$ cat src/rtl/ex_hazard_ctrl_if.sv
// Execute-stage hazard/forwarding bundle.
// Carries the pipeline-side register indices and control bits into the
// hazard controller, and the operand selects, stall/flush strobes, SR freeze
// and performance counters back out.
//   master : pipeline side (drives indices/controls, receives controls)
//   slave  : ex_hazard_ctrl side
interface ex_hazard_ctrl_if #(
  parameter int unsigned REG_AW = 3
);
  localparam int unsigned SEL_W  = 2;
  localparam int unsigned PERF_W = 16;

  logic [REG_AW-1:0] rs1_D;
  logic [REG_AW-1:0] rs2_D;
  logic [REG_AW-1:0] rs1_E;
  logic [REG_AW-1:0] rs2_E;
  logic [REG_AW-1:0] rd_E;
  logic              MemRead_E;
  logic              uses_imm_E;
  logic [REG_AW-1:0] rd_M;
  logic              RegWrite_M;
  logic              MemRead_M;
  logic [REG_AW-1:0] rd_W;
  logic              RegWrite_W;
  logic              Branch_Taken;
  logic              mem_wait;

  logic [SEL_W-1:0]  oper1_sel;
  logic [SEL_W-1:0]  oper2_sel;
  logic [SEL_W-1:0]  Write_Data_sel;
  logic              stall_F;
  logic              stall_D;
  logic              stall_E;
  logic              flush_D;
  logic              flush_E;
  logic              freeze;
  logic [PERF_W-1:0] stall_count;
  logic [PERF_W-1:0] flush_count;

  modport master (
    output rs1_D, rs2_D, rs1_E, rs2_E, rd_E, MemRead_E, uses_imm_E,
           rd_M, RegWrite_M, MemRead_M, rd_W, RegWrite_W, Branch_Taken, mem_wait,
    input  oper1_sel, oper2_sel, Write_Data_sel, stall_F, stall_D, stall_E,
           flush_D, flush_E, freeze, stall_count, flush_count
  );

  modport slave (
    input  rs1_D, rs2_D, rs1_E, rs2_E, rd_E, MemRead_E, uses_imm_E,
           rd_M, RegWrite_M, MemRead_M, rd_W, RegWrite_W, Branch_Taken, mem_wait,
    output oper1_sel, oper2_sel, Write_Data_sel, stall_F, stall_D, stall_E,
           flush_D, flush_E, freeze, stall_count, flush_count
  );
endinterface

$ cat src/rtl/ex_hazard_ctrl.sv
// Hazard/forwarding controller for the execute stage of the 16-bit pipeline.
// Produces the EX operand mux selects (00=register, 01=Write_back,
// 10=ALU_out_MtoE), the F/D/E stall and D/E flush strobes, and the SR freeze.
// A small RUN/STALL/FLUSH sequencer with a down-counter stretches load-use
// stalls and taken-branch flushes over multiple cycles.
// Ports:
//   clk  : rising-edge clock
//   rst  : asynchronous active-high reset
//   bus  : ex_hazard_ctrl_if.slave (pipeline indices/controls in, selects,
//          strobes, freeze and perf counters out)
// Optional build macro HAZ_PERF_CNT_EN adds saturating stall/flush counters;
// without it stall_count/flush_count are tied to zero.
module ex_hazard_ctrl #(
  parameter int unsigned REG_AW            = 3,
  parameter int unsigned LOAD_STALL_CYCLES = 1,
  parameter int unsigned BR_FLUSH_CYCLES   = 1,
  parameter bit          R0_HARDWIRED      = 1'b1
) (
  input logic             clk,
  input logic             rst,
  ex_hazard_ctrl_if.slave bus
);

  localparam int unsigned CNT_W  = 3;
  localparam int unsigned SEL_W  = 2;
  localparam int unsigned PERF_W = 16;

  // Counter reload values: the first sequenced cycle happens in RUN, so the
  // remaining cycles spent in STALL/FLUSH are N-1, counted down to zero.
  localparam logic [CNT_W-1:0] LS_RELOAD =
    CNT_W'((LOAD_STALL_CYCLES > 1) ? (LOAD_STALL_CYCLES - 2) : 0);
  localparam logic [CNT_W-1:0] BR_RELOAD =
    CNT_W'((BR_FLUSH_CYCLES > 1) ? (BR_FLUSH_CYCLES - 2) : 0);

  localparam logic [SEL_W-1:0] SEL_REG = 2'b00;
  localparam logic [SEL_W-1:0] SEL_WB  = 2'b01;
  localparam logic [SEL_W-1:0] SEL_MEM = 2'b10;

  typedef enum logic [1:0] {
    S_RUN   = 2'd0,
    S_STALL = 2'd1,
    S_FLUSH = 2'd2
  } state_t;

  state_t           state;
  logic [CNT_W-1:0] cnt;
  logic             e_bubble;

  logic             hazard;
  logic             stall_f;
  logic             stall_d;
  logic             stall_e;
  logic             flush_d;
  logic             flush_e;

  // Forwarding source for one operand index; M beats W, loads in M never forward.
  function automatic logic [SEL_W-1:0] fwd_sel(
    input logic [REG_AW-1:0] rs,
    input logic [REG_AW-1:0] rd_m,
    input logic              wr_m,
    input logic              ld_m,
    input logic [REG_AW-1:0] rd_w,
    input logic              wr_w
  );
    logic r0_blocked;
    r0_blocked = R0_HARDWIRED && (rs == '0);
    fwd_sel = SEL_REG;
    if (!r0_blocked) begin
      if (wr_m && !ld_m && (rd_m == rs)) begin
        fwd_sel = SEL_MEM;
      end else if (wr_w && (rd_w == rs)) begin
        fwd_sel = SEL_WB;
      end
    end
  endfunction

  // Operand mux selects.
  always_comb begin
    bus.oper1_sel      = fwd_sel(bus.rs1_E, bus.rd_M, bus.RegWrite_M, bus.MemRead_M,
                                 bus.rd_W, bus.RegWrite_W);
    bus.Write_Data_sel = fwd_sel(bus.rs2_E, bus.rd_M, bus.RegWrite_M, bus.MemRead_M,
                                 bus.rd_W, bus.RegWrite_W);
    bus.oper2_sel      = bus.uses_imm_E ? SEL_REG : bus.Write_Data_sel;
  end

  // Load-use hazard between the load in E and the consumer in D.
  always_comb begin
    hazard = bus.MemRead_E
           && !(R0_HARDWIRED && (bus.rd_E == '0))
           && ((bus.rd_E == bus.rs1_D) || (bus.rd_E == bus.rs2_D));
  end

  // Stall/flush strobes; mem_wait overrides everything and suppresses flushes.
  always_comb begin
    stall_f = 1'b0;
    stall_d = 1'b0;
    stall_e = 1'b0;
    flush_d = 1'b0;
    flush_e = 1'b0;
    if (bus.mem_wait) begin
      stall_f = 1'b1;
      stall_d = 1'b1;
      stall_e = 1'b1;
    end else begin
      case (state)
        S_RUN: begin
          if (bus.Branch_Taken) begin
            flush_d = 1'b1;
            flush_e = 1'b1;
          end else if (hazard) begin
            stall_f = 1'b1;
            stall_d = 1'b1;
            flush_e = 1'b1;
          end
        end
        S_STALL: begin
          stall_f = 1'b1;
          stall_d = 1'b1;
          flush_e = 1'b1;
        end
        S_FLUSH: begin
          flush_d = 1'b1;
        end
        default: begin
        end
      endcase
    end
  end

  // Sequencer and E-bubble tracker; both hold while memory is waiting.
  always_ff @(posedge clk or posedge rst) begin
    if (rst) begin
      state    <= S_RUN;
      cnt      <= '0;
      e_bubble <= 1'b1;
    end else if (!bus.mem_wait) begin
      e_bubble <= flush_e;
      case (state)
        S_RUN: begin
          if (bus.Branch_Taken) begin
            if (BR_FLUSH_CYCLES > 1) begin
              state <= S_FLUSH;
              cnt   <= BR_RELOAD;
            end
          end else if (hazard) begin
            if (LOAD_STALL_CYCLES > 1) begin
              state <= S_STALL;
              cnt   <= LS_RELOAD;
            end
          end
        end
        S_STALL, S_FLUSH: begin
          if (cnt == '0) begin
            state <= S_RUN;
          end else begin
            cnt <= cnt - CNT_W'(1);
          end
        end
        default: begin
          state <= S_RUN;
          cnt   <= '0;
        end
      endcase
    end
  end

  assign bus.stall_F = stall_f;
  assign bus.stall_D = stall_d;
  assign bus.stall_E = stall_e;
  assign bus.flush_D = flush_d;
  assign bus.flush_E = flush_e;
  assign bus.freeze  = bus.mem_wait | e_bubble;

`ifdef HAZ_PERF_CNT_EN
  logic [PERF_W-1:0] stall_cnt_q;
  logic [PERF_W-1:0] flush_cnt_q;

  // Saturating performance counters.
  always_ff @(posedge clk or posedge rst) begin
    if (rst) begin
      stall_cnt_q <= '0;
      flush_cnt_q <= '0;
    end else begin
      if (stall_d && (stall_cnt_q != {PERF_W{1'b1}})) begin
        stall_cnt_q <= stall_cnt_q + PERF_W'(1);
      end
      if (flush_e && (flush_cnt_q != {PERF_W{1'b1}})) begin
        flush_cnt_q <= flush_cnt_q + PERF_W'(1);
      end
    end
  end

  assign bus.stall_count = stall_cnt_q;
  assign bus.flush_count = flush_cnt_q;
`else
  assign bus.stall_count = 16'h0000;
  assign bus.flush_count = 16'h0000;
`endif

endmodule

$ cat src/flat_wrapper.sv
// flat-port wrapper written by rule: the top's interface ports become plain ports
module ex_hazard_ctrl_flat 
#(
  parameter int unsigned REG_AW            = 3,
  parameter int unsigned LOAD_STALL_CYCLES = 1,
  parameter int unsigned BR_FLUSH_CYCLES   = 1,
  parameter bit          R0_HARDWIRED      = 1'b1
)
  (clk, rst, bus_rs1_D, bus_rs2_D, bus_rs1_E, bus_rs2_E, bus_rd_E, bus_MemRead_E, bus_uses_imm_E, bus_rd_M, bus_RegWrite_M, bus_MemRead_M, bus_rd_W, bus_RegWrite_W, bus_Branch_Taken, bus_mem_wait, bus_oper1_sel, bus_oper2_sel, bus_Write_Data_sel, bus_stall_F, bus_stall_D, bus_stall_E, bus_flush_D, bus_flush_E, bus_freeze, bus_stall_count, bus_flush_count);
  ex_hazard_ctrl_if #(.REG_AW(REG_AW)) bus_i ();
  input logic clk;
  input logic rst;
  input wire logic [$bits(bus_i.rs1_D)-1:0] bus_rs1_D;
  input wire logic [$bits(bus_i.rs2_D)-1:0] bus_rs2_D;
  input wire logic [$bits(bus_i.rs1_E)-1:0] bus_rs1_E;
  input wire logic [$bits(bus_i.rs2_E)-1:0] bus_rs2_E;
  input wire logic [$bits(bus_i.rd_E)-1:0] bus_rd_E;
  input wire logic [$bits(bus_i.MemRead_E)-1:0] bus_MemRead_E;
  input wire logic [$bits(bus_i.uses_imm_E)-1:0] bus_uses_imm_E;
  input wire logic [$bits(bus_i.rd_M)-1:0] bus_rd_M;
  input wire logic [$bits(bus_i.RegWrite_M)-1:0] bus_RegWrite_M;
  input wire logic [$bits(bus_i.MemRead_M)-1:0] bus_MemRead_M;
  input wire logic [$bits(bus_i.rd_W)-1:0] bus_rd_W;
  input wire logic [$bits(bus_i.RegWrite_W)-1:0] bus_RegWrite_W;
  input wire logic [$bits(bus_i.Branch_Taken)-1:0] bus_Branch_Taken;
  input wire logic [$bits(bus_i.mem_wait)-1:0] bus_mem_wait;
  output wire logic [$bits(bus_i.oper1_sel)-1:0] bus_oper1_sel;
  output wire logic [$bits(bus_i.oper2_sel)-1:0] bus_oper2_sel;
  output wire logic [$bits(bus_i.Write_Data_sel)-1:0] bus_Write_Data_sel;
  output wire logic [$bits(bus_i.stall_F)-1:0] bus_stall_F;
  output wire logic [$bits(bus_i.stall_D)-1:0] bus_stall_D;
  output wire logic [$bits(bus_i.stall_E)-1:0] bus_stall_E;
  output wire logic [$bits(bus_i.flush_D)-1:0] bus_flush_D;
  output wire logic [$bits(bus_i.flush_E)-1:0] bus_flush_E;
  output wire logic [$bits(bus_i.freeze)-1:0] bus_freeze;
  output wire logic [$bits(bus_i.stall_count)-1:0] bus_stall_count;
  output wire logic [$bits(bus_i.flush_count)-1:0] bus_flush_count;
  assign bus_i.rs1_D = bus_rs1_D;
  assign bus_i.rs2_D = bus_rs2_D;
  assign bus_i.rs1_E = bus_rs1_E;
  assign bus_i.rs2_E = bus_rs2_E;
  assign bus_i.rd_E = bus_rd_E;
  assign bus_i.MemRead_E = bus_MemRead_E;
  assign bus_i.uses_imm_E = bus_uses_imm_E;
  assign bus_i.rd_M = bus_rd_M;
  assign bus_i.RegWrite_M = bus_RegWrite_M;
  assign bus_i.MemRead_M = bus_MemRead_M;
  assign bus_i.rd_W = bus_rd_W;
  assign bus_i.RegWrite_W = bus_RegWrite_W;
  assign bus_i.Branch_Taken = bus_Branch_Taken;
  assign bus_i.mem_wait = bus_mem_wait;
  assign bus_oper1_sel = bus_i.oper1_sel;
  assign bus_oper2_sel = bus_i.oper2_sel;
  assign bus_Write_Data_sel = bus_i.Write_Data_sel;
  assign bus_stall_F = bus_i.stall_F;
  assign bus_stall_D = bus_i.stall_D;
  assign bus_stall_E = bus_i.stall_E;
  assign bus_flush_D = bus_i.flush_D;
  assign bus_flush_E = bus_i.flush_E;
  assign bus_freeze = bus_i.freeze;
  assign bus_stall_count = bus_i.stall_count;
  assign bus_flush_count = bus_i.flush_count;
  ex_hazard_ctrl #(.REG_AW(REG_AW), .LOAD_STALL_CYCLES(LOAD_STALL_CYCLES), .BR_FLUSH_CYCLES(BR_FLUSH_CYCLES), .R0_HARDWIRED(R0_HARDWIRED)) u_core (.clk(clk), .rst(rst), .bus(bus_i));
endmodule
$ cat config.mk
export PLATFORM = sky130hd
export DESIGN_NAME = ex_hazard_ctrl_flat
export DESIGN_NICKNAME = d
export VERILOG_FILES = /design/src/rtl/ex_hazard_ctrl_if.sv /design/src/rtl/ex_hazard_ctrl.sv /design/src/flat_wrapper.sv
export SDC_FILE = /design/constraint.sdc
export NUM_CORES = 1
export LEC_CHECK = 0
export CORE_MARGIN = 10
export CORE_UTILIZATION = 27
export DETAILED_ROUTE_END_ITERATION = 8
export GPL_TIMING_DRIVEN = 0
export PLACE_DENSITY = 0.87
export SLEW_MARGIN = 40
export SYNTH_ARGS = -nofsm -noshare
export SYNTH_HDL_FRONTEND = slang
export SYNTH_SLANG_ARGS = --single-unit
$ cat constraint.sdc
create_clock -name clk -period 1.4 [get_ports clk]
set_input_delay 0.28 -clock clk [delete_from_list [all_inputs] [get_ports clk]]
set_output_delay 0.28 -clock clk [all_outputs]
set_load 0.05 [all_outputs]
==> flow_summary.ini, run 1 <==
[logic_synthesis]
synth_edf_count = 0
synth_top_area_share_pct = 41.1
ys_warn_count = 0
yosys.area.top_type = buf_4
synth.most_common_cell = buf_4
synth_seq_area_share_pct = 4.23
yosys-top-cells-count = buf_4, xnor2_1, nor3_1, nor2_1, xor2_1
syn_area_per_cell_sq_um = 7.05
async_reset_ff_share_pct = 100
syn_inst = 88
synth_ff_type = dfstp_2
synth_area_leaders = buf_4, xnor2_1, xor2_1
ys_ff_latch = 1
synth_cell_types = 22
syn_area_sq_um = 621

[worst_setup_path]
rr_startpoint = u_core.e_bubble$_DFFE_PP1N_
r2r_setup_slack_ns = 0.70
crit_slowest_cell = or3_4
reg2reg_to = u_core.e_bubble$_DFFE_PP1N_
startpoint_type = primary input
worstSetupPathDepth = 6
cp_data_arrival_time_ns = 1.26
r2r_cells = 2
path_class = in2out
cp_top_family = simple AND/OR/NAND/NOR gates
worstPathRequired_ns = 1.12
endpoint_kind = primary output
max_stage_delay_ns = 0.34
cp-endpoint = bus_oper1_sel[0]
crit_path_start = bus_rd_W[1]
path_buf_inv = 2
cp_cell_sequence = buf_8 > nor3b_4 > a21oi_2 > or3_4 > a21oi_4 > buf_6
cp_max_fo = 5

[die]
die_area_sq_um = 4620
start_util_pct = 28.3
io_pins = 74
core_sq_um = 2190
die_h_microns = 67.9
fp.dieW_microns = 67.9
rows = 17

[layout]
multi_input_area_sq_um = 656
largest_reg_flops = 1
fin_cells = 189
fin_area_sq_um = 1390
diodes = 0
nets = 193
syn_to_final_growth_pct = 123
regMostFlops = u_core.e_bubble
top_regs = u_core.e_bubble x1
final-seq-area_sq_um = 26.3
fillCellCount = 183
drive_above_1_share_pct = 62.7

[drt]
routed-wl-met2_microns = 1310
drtIter0Drc = 32
routed_wl_microns = 2500
wl_met1_microns = 819
via_per_inst = 3.85
dr_wl_met3_microns = 370
drt_pre_antenna_iters = 4
num_vias = 728
routedWlPerCell_microns = 13.2
route.detailed.drc = 0
ant_nets = 0
top_layer_used = met3

[power_and_ir_drop]
power.internal_w = 0.000276
comb_power_share_pct = 94.3
power.leakage_nw = 0.704
p_seq_share_pct = 5.7
switching_power_w = 0.000388
p_per_area_nw_per_um2 = 479
sw_frac_of_total_pct = 58.5
power.share.clock_pct = 0
vdd_drop_max_uv = 264

[clock_network]
ctsHoldBuffers = 0
clock_latency_ns = 0
path_clk_slew_ns = 0

[job]
cap_viol_max_count = 0

[place]
hpwl_microns = 2200
dp_cells = 188
gp_congestion = 0.907
placed_area_sq_um = 1240
io_buffers = 41

[sta]
max_freq_mhz = 648
drv_slew = 0
hold_viol = 0
period_share_pct = 110
finalCriticalPeriod_ns = 1.54
rsz0062_at_grt = true
setup_ws_ns = -0.143
final-setup-viol-count = 4
whs_ns = 0.550
clock_skew_ns = 0

[min_path]
hp-class = reg2reg

[grt]
grtUsageTotal_pct = 9.71
antenna_found_initial = 0
grt_max_degree = 8
grt_first_pass_wirelength_microns = 3630
grt_pass1_vias = 778
gr-total-overflow = 0

[outcome]
violations = setup timing
outcome = complete, but fails checks
[per-stage QoR]
stage	worst slack [ns]	util, %	TNS, ns	total power [W]
detailed placement	-1.24	56.5	-12.51	0.000597
floorplan	-0.155	-	-0.476	0.000446
CTS	-0.209	61.3	-0.402	0.000636
global placement	-1.23	56.5	-11.99	0.000588
finish	-0.143	63.3	-0.310	0.000664
global route	-0.158	63.3	-0.527	0.000695
[per-layer routing]
| metal | track usage [%] | up-vias |
|---|---|---|
| li1 | - | 372 |
| met1 | 9.81 | 308 |
| met4 | 0 | 0 |
| met2 | 19.5 | 48 |
| met5 | 0 | - |
| met3 | 3.43 | 0 |
[power groups by stage]
stage	logic, W	clock network, W	registers, W
after CTS	0.000599	0	0.0000370
after detailed placement	0.000559	0	0.0000375
after global placement	0.000552	0	0.0000368
after floorplan	0.000409	0	0.0000364
after global routing	0.000658	0	0.0000377
final	0.000626	0	0.0000376
[cells in the final DEF, fill, tap and decap left out, types with 2 or more instances in the layout]
cell / instances
buf_6: 17
xnor2_2: 2
nor2_1: 5
nand4_1: 2
inv_1: 2
a21oi_2: 2
xor2_2: 3
xnor2_1: 5
nor3_1: 2
o21ai_2: 3
xor2_1: 3
clkbuf_2: 2
nor3_2: 4
buf_8: 6
xnor2_4: 3
nand3_1: 2
buf_4: 37
dlygate4sd2_1: 4
conb_1: 32
buf_2: 8
[cell families (layout without fill, tap and decap cells)]
| logic type | Yosys count | count (layout) | share of synthesized area [%] |
|---|---|---|---|
| other | 1 | 32 | 0.604 |
| buffers and inverters | 36 | 78 | 42.3 |
| and+or+nand+nor | 26 | 26 | 22.8 |
| xor gates and xnor gates | 16 | 16 | 22.6 |
| AOI/OAI and AO/OA | 8 | 8 | 7.46 |
| DFF | 1 | 1 | 4.23 |
[final cells by class]
type                    instances  share of cell area, %
multi-input cells              82                   47.3
repair buffers                 42                   29.1
plain buffers                  34                   18.7
well taps                      28                   2.53
flip-flops and latches          1                   1.90
inverters                       2                  0.542
[timing repair]
item / in CTS / in global routing
resized for setup: 224 / 12
hold endpoints to repair: 0 / 0
setup endpoints to repair: 13 / 9
cloned: 0 / 0
buffers inserted: 1 / 0
pin swaps: 26 / 8
[worst register-to-register path, stage by stage (launching register included)]
cell and delay (ns):
dfstp_2 0.51, a21oi_1 0.06, nand2_1 0.07
[worst min path at each step]
stage,end,cells past startpoint,slack [ns],start
finish,u_core.e_bubble$_DFFE_PP1N_,2,0.55,u_core.e_bubble$_DFFE_PP1N_
global route,u_core.e_bubble$_DFFE_PP1N_,2,0.61,u_core.e_bubble$_DFFE_PP1N_
CTS,u_core.e_bubble$_DFFE_PP1N_,2,0.54,u_core.e_bubble$_DFFE_PP1N_
detailed placement,u_core.e_bubble$_DFFE_PP1N_,2,0.54,u_core.e_bubble$_DFFE_PP1N_
global placement,u_core.e_bubble$_DFFE_PP1N_,2,0.52,u_core.e_bubble$_DFFE_PP1N_
floorplan,u_core.e_bubble$_DFFE_PP1N_,1,0.17,rst
No activity file was read; power rests on OpenSTA's default activity.
==> run 2: changes to the inputs <==
- GPL_TIMING_DRIVEN: 0 -> unset
==> run 2 against run 1 <==
Net effect: the run still ends with setup timing left; via count decreased by 5.5%; critical path depth unchanged; clock skew unchanged; sequential cell count unchanged; wire length increased by 5.0%; global-route usage increased by 0.76 points; highest routed layer unchanged.
==> flow_summary.ini, run 2 (synthesis gave the netlist of run 1 again) <==
[layout]
fillCellCount = 170
fin_area_sq_um = 1470
fin_cells = 166
diodes = 0
top_regs = u_core.e_bubble x1
final_common_cell = conb_1
syn_to_final_growth_pct = 137
utilization_pct = 67.3
layout_common_cells = conb_1, buf_6, buf_12
largest_reg_flops = 1
regMostFlops = u_core.e_bubble
nets = 170
drive_above_1_share_pct = 61.6

[drt]
num_vias = 688
drtIter0Drc = 17
drt_pre_antenna_iters = 2
via_per_inst = 4.14
routedWlPerCell_microns = 15.8
routed_wl_microns = 2620
route.detailed.drc = 0
ant_nets = 0

[worst_setup_path]
path_class = in2out
reg2reg_to = u_core.e_bubble$_DFFE_PP1N_
r2r_setup_slack_ns = 0.71
endpoint_kind = primary output
rr_startpoint = u_core.e_bubble$_DFFE_PP1N_
r2r_cells = 2
cp_data_arrival_time_ns = 1.24
worstPathRequired_ns = 1.12
cp_max_fo = 4
startpoint_type = primary input

[die]
die_area_sq_um = 4620
rows = 17
fp.dieW_microns = 67.9
start_util_pct = 28.3
io_pins = 74
core_sq_um = 2190
die_h_microns = 67.9

[job]
cap_viol_max_count = 0

[sta]
setup_ws_ns = -0.122
whs_ns = 0.549
rsz0062_at_grt = true
max_freq_mhz = 657
period_share_pct = 109
hold_viol = 0
final-setup-viol-count = 8
finalCriticalPeriod_ns = 1.52
drv_slew = 0
clock_skew_ns = 0
fin_setup_tns_ns = -0.656

[power_and_ir_drop]
vdd_drop_max_uv = 257
p_per_area_nw_per_um2 = 470
sw_frac_of_total_pct = 58.7
power.leakage_nw = 0.656
p_seq_share_pct = 5.3
power.internal_w = 0.000286
power.share.clock_pct = 0
comb_power_share_pct = 94.7
switching_power_w = 0.000407

[grt]
grt_pass1_vias = 801
grt_first_pass_wirelength_microns = 3900
grt_max_degree = 7
gr-total-overflow = 0
antenna_found_initial = 0
grtUsageTotal_pct = 10.5

[place]
io_buffers = 41
placed_area_sq_um = 1150
dp_cells = 162
hpwl_microns = 2160
gp_congestion = 0.898

[clock_network]
path_clk_slew_ns = 0
clock_latency_ns = 0

[min_path]
hold_depth = 2
hold_path_end = u_core.e_bubble$_DFFE_PP1N_
hp-class = reg2reg
min_from = u_core.e_bubble$_DFFE_PP1N_

[outcome]
outcome = complete, but fails checks
violations = setup timing
## run 2: cell count changes in the layout (fill, tap and decap cells not counted), moves of 3 or more
| cell | delta |
|---|---|
| buf_12 | +13 |
| buf_4 | -29 |
| buf_6 | -4 |
| nor3_2 | -3 |
| nor3_4 | +3 |
| xnor2_1 | -3 |
| xnor2_2 | +3 |
## run 2: worst max path at each step
stage | from | endpoint | slack [ns]
floorplan | bus_RegWrite_M | bus_oper2_sel[0] | -0.16
global placement | bus_rs2_E[2] | bus_oper2_sel[0] | -0.55
detailed placement | bus_rs2_E[2] | bus_oper2_sel[0] | -0.59
CTS | bus_rd_W[1] | bus_oper1_sel[0] | -0.20
global route | bus_rs1_E[1] | bus_oper1_sel[0] | -0.19
finish | bus_rs1_E[1] | bus_oper1_sel[0] | -0.12
## run 2: cell type report
type / instances / area, sq um / area share, %
Sequential cell: 1 / 26.3 / 1.78
Tap cell: 28 / 35.0 / 2.38
Inverter: 2 / 7.51 / 0.509
Multi-Input combinational cell: 82 / 739 / 50.2
Timing Repair Buffer: 53 / 666 / 45.2
## run 2: what timing repair did
item                                    4_1_cts  5_1_grt
endpoints found under the setup margin       13        9
setup buffers                                 4        0
hold buffers                                  0        0
pin swaps                                    31       18
gates resized for setup                     157       24
hold endpoints to repair                      0        0
## run 2: power groups by stage
| stage | logic (W) | clock network, W | registers, W |
|---|---|---|---|
| floorplan | 0.000409 | 0 | 0.0000364 |
| global placement | 0.000527 | 0 | 0.0000369 |
| detailed placement | 0.000536 | 0 | 0.0000371 |
| CTS | 0.000600 | 0 | 0.0000371 |
| global route | 0.000690 | 0 | 0.0000376 |
| finish | 0.000656 | 0 | 0.0000371 |
## run 2: stage by stage
stage | total power, W | worst slack (ns)
floorplan | 0.000446 | -0.155
global placement | 0.000564 | -0.553
detailed placement | 0.000573 | -0.589
CTS | 0.000637 | -0.203
global route | 0.000727 | -0.187
finish | 0.000693 | -0.122
## run 2: layer usage
layer  part of all wire [%]  GRT usage (%)  wire, microns
met1                     33           10.2            865
met2                     56           21.7           1470
met3                     11           2.94            293
met4                      0          0.754              0
met5                      0              0              0
## run 2: critical path, cell delays in order
cell,delay (ns)
buf_8,0.10
nor3b_2,0.16
a21oi_1,0.05
or3_4,0.34
a21oi_4,0.15
buf_12,0.15
==> run 3: changes to the inputs <==
- CAP_MARGIN: unset -> 20
==> results of run 3 <==
The final DEF is identical to that of run 2; final timing and power are the same.
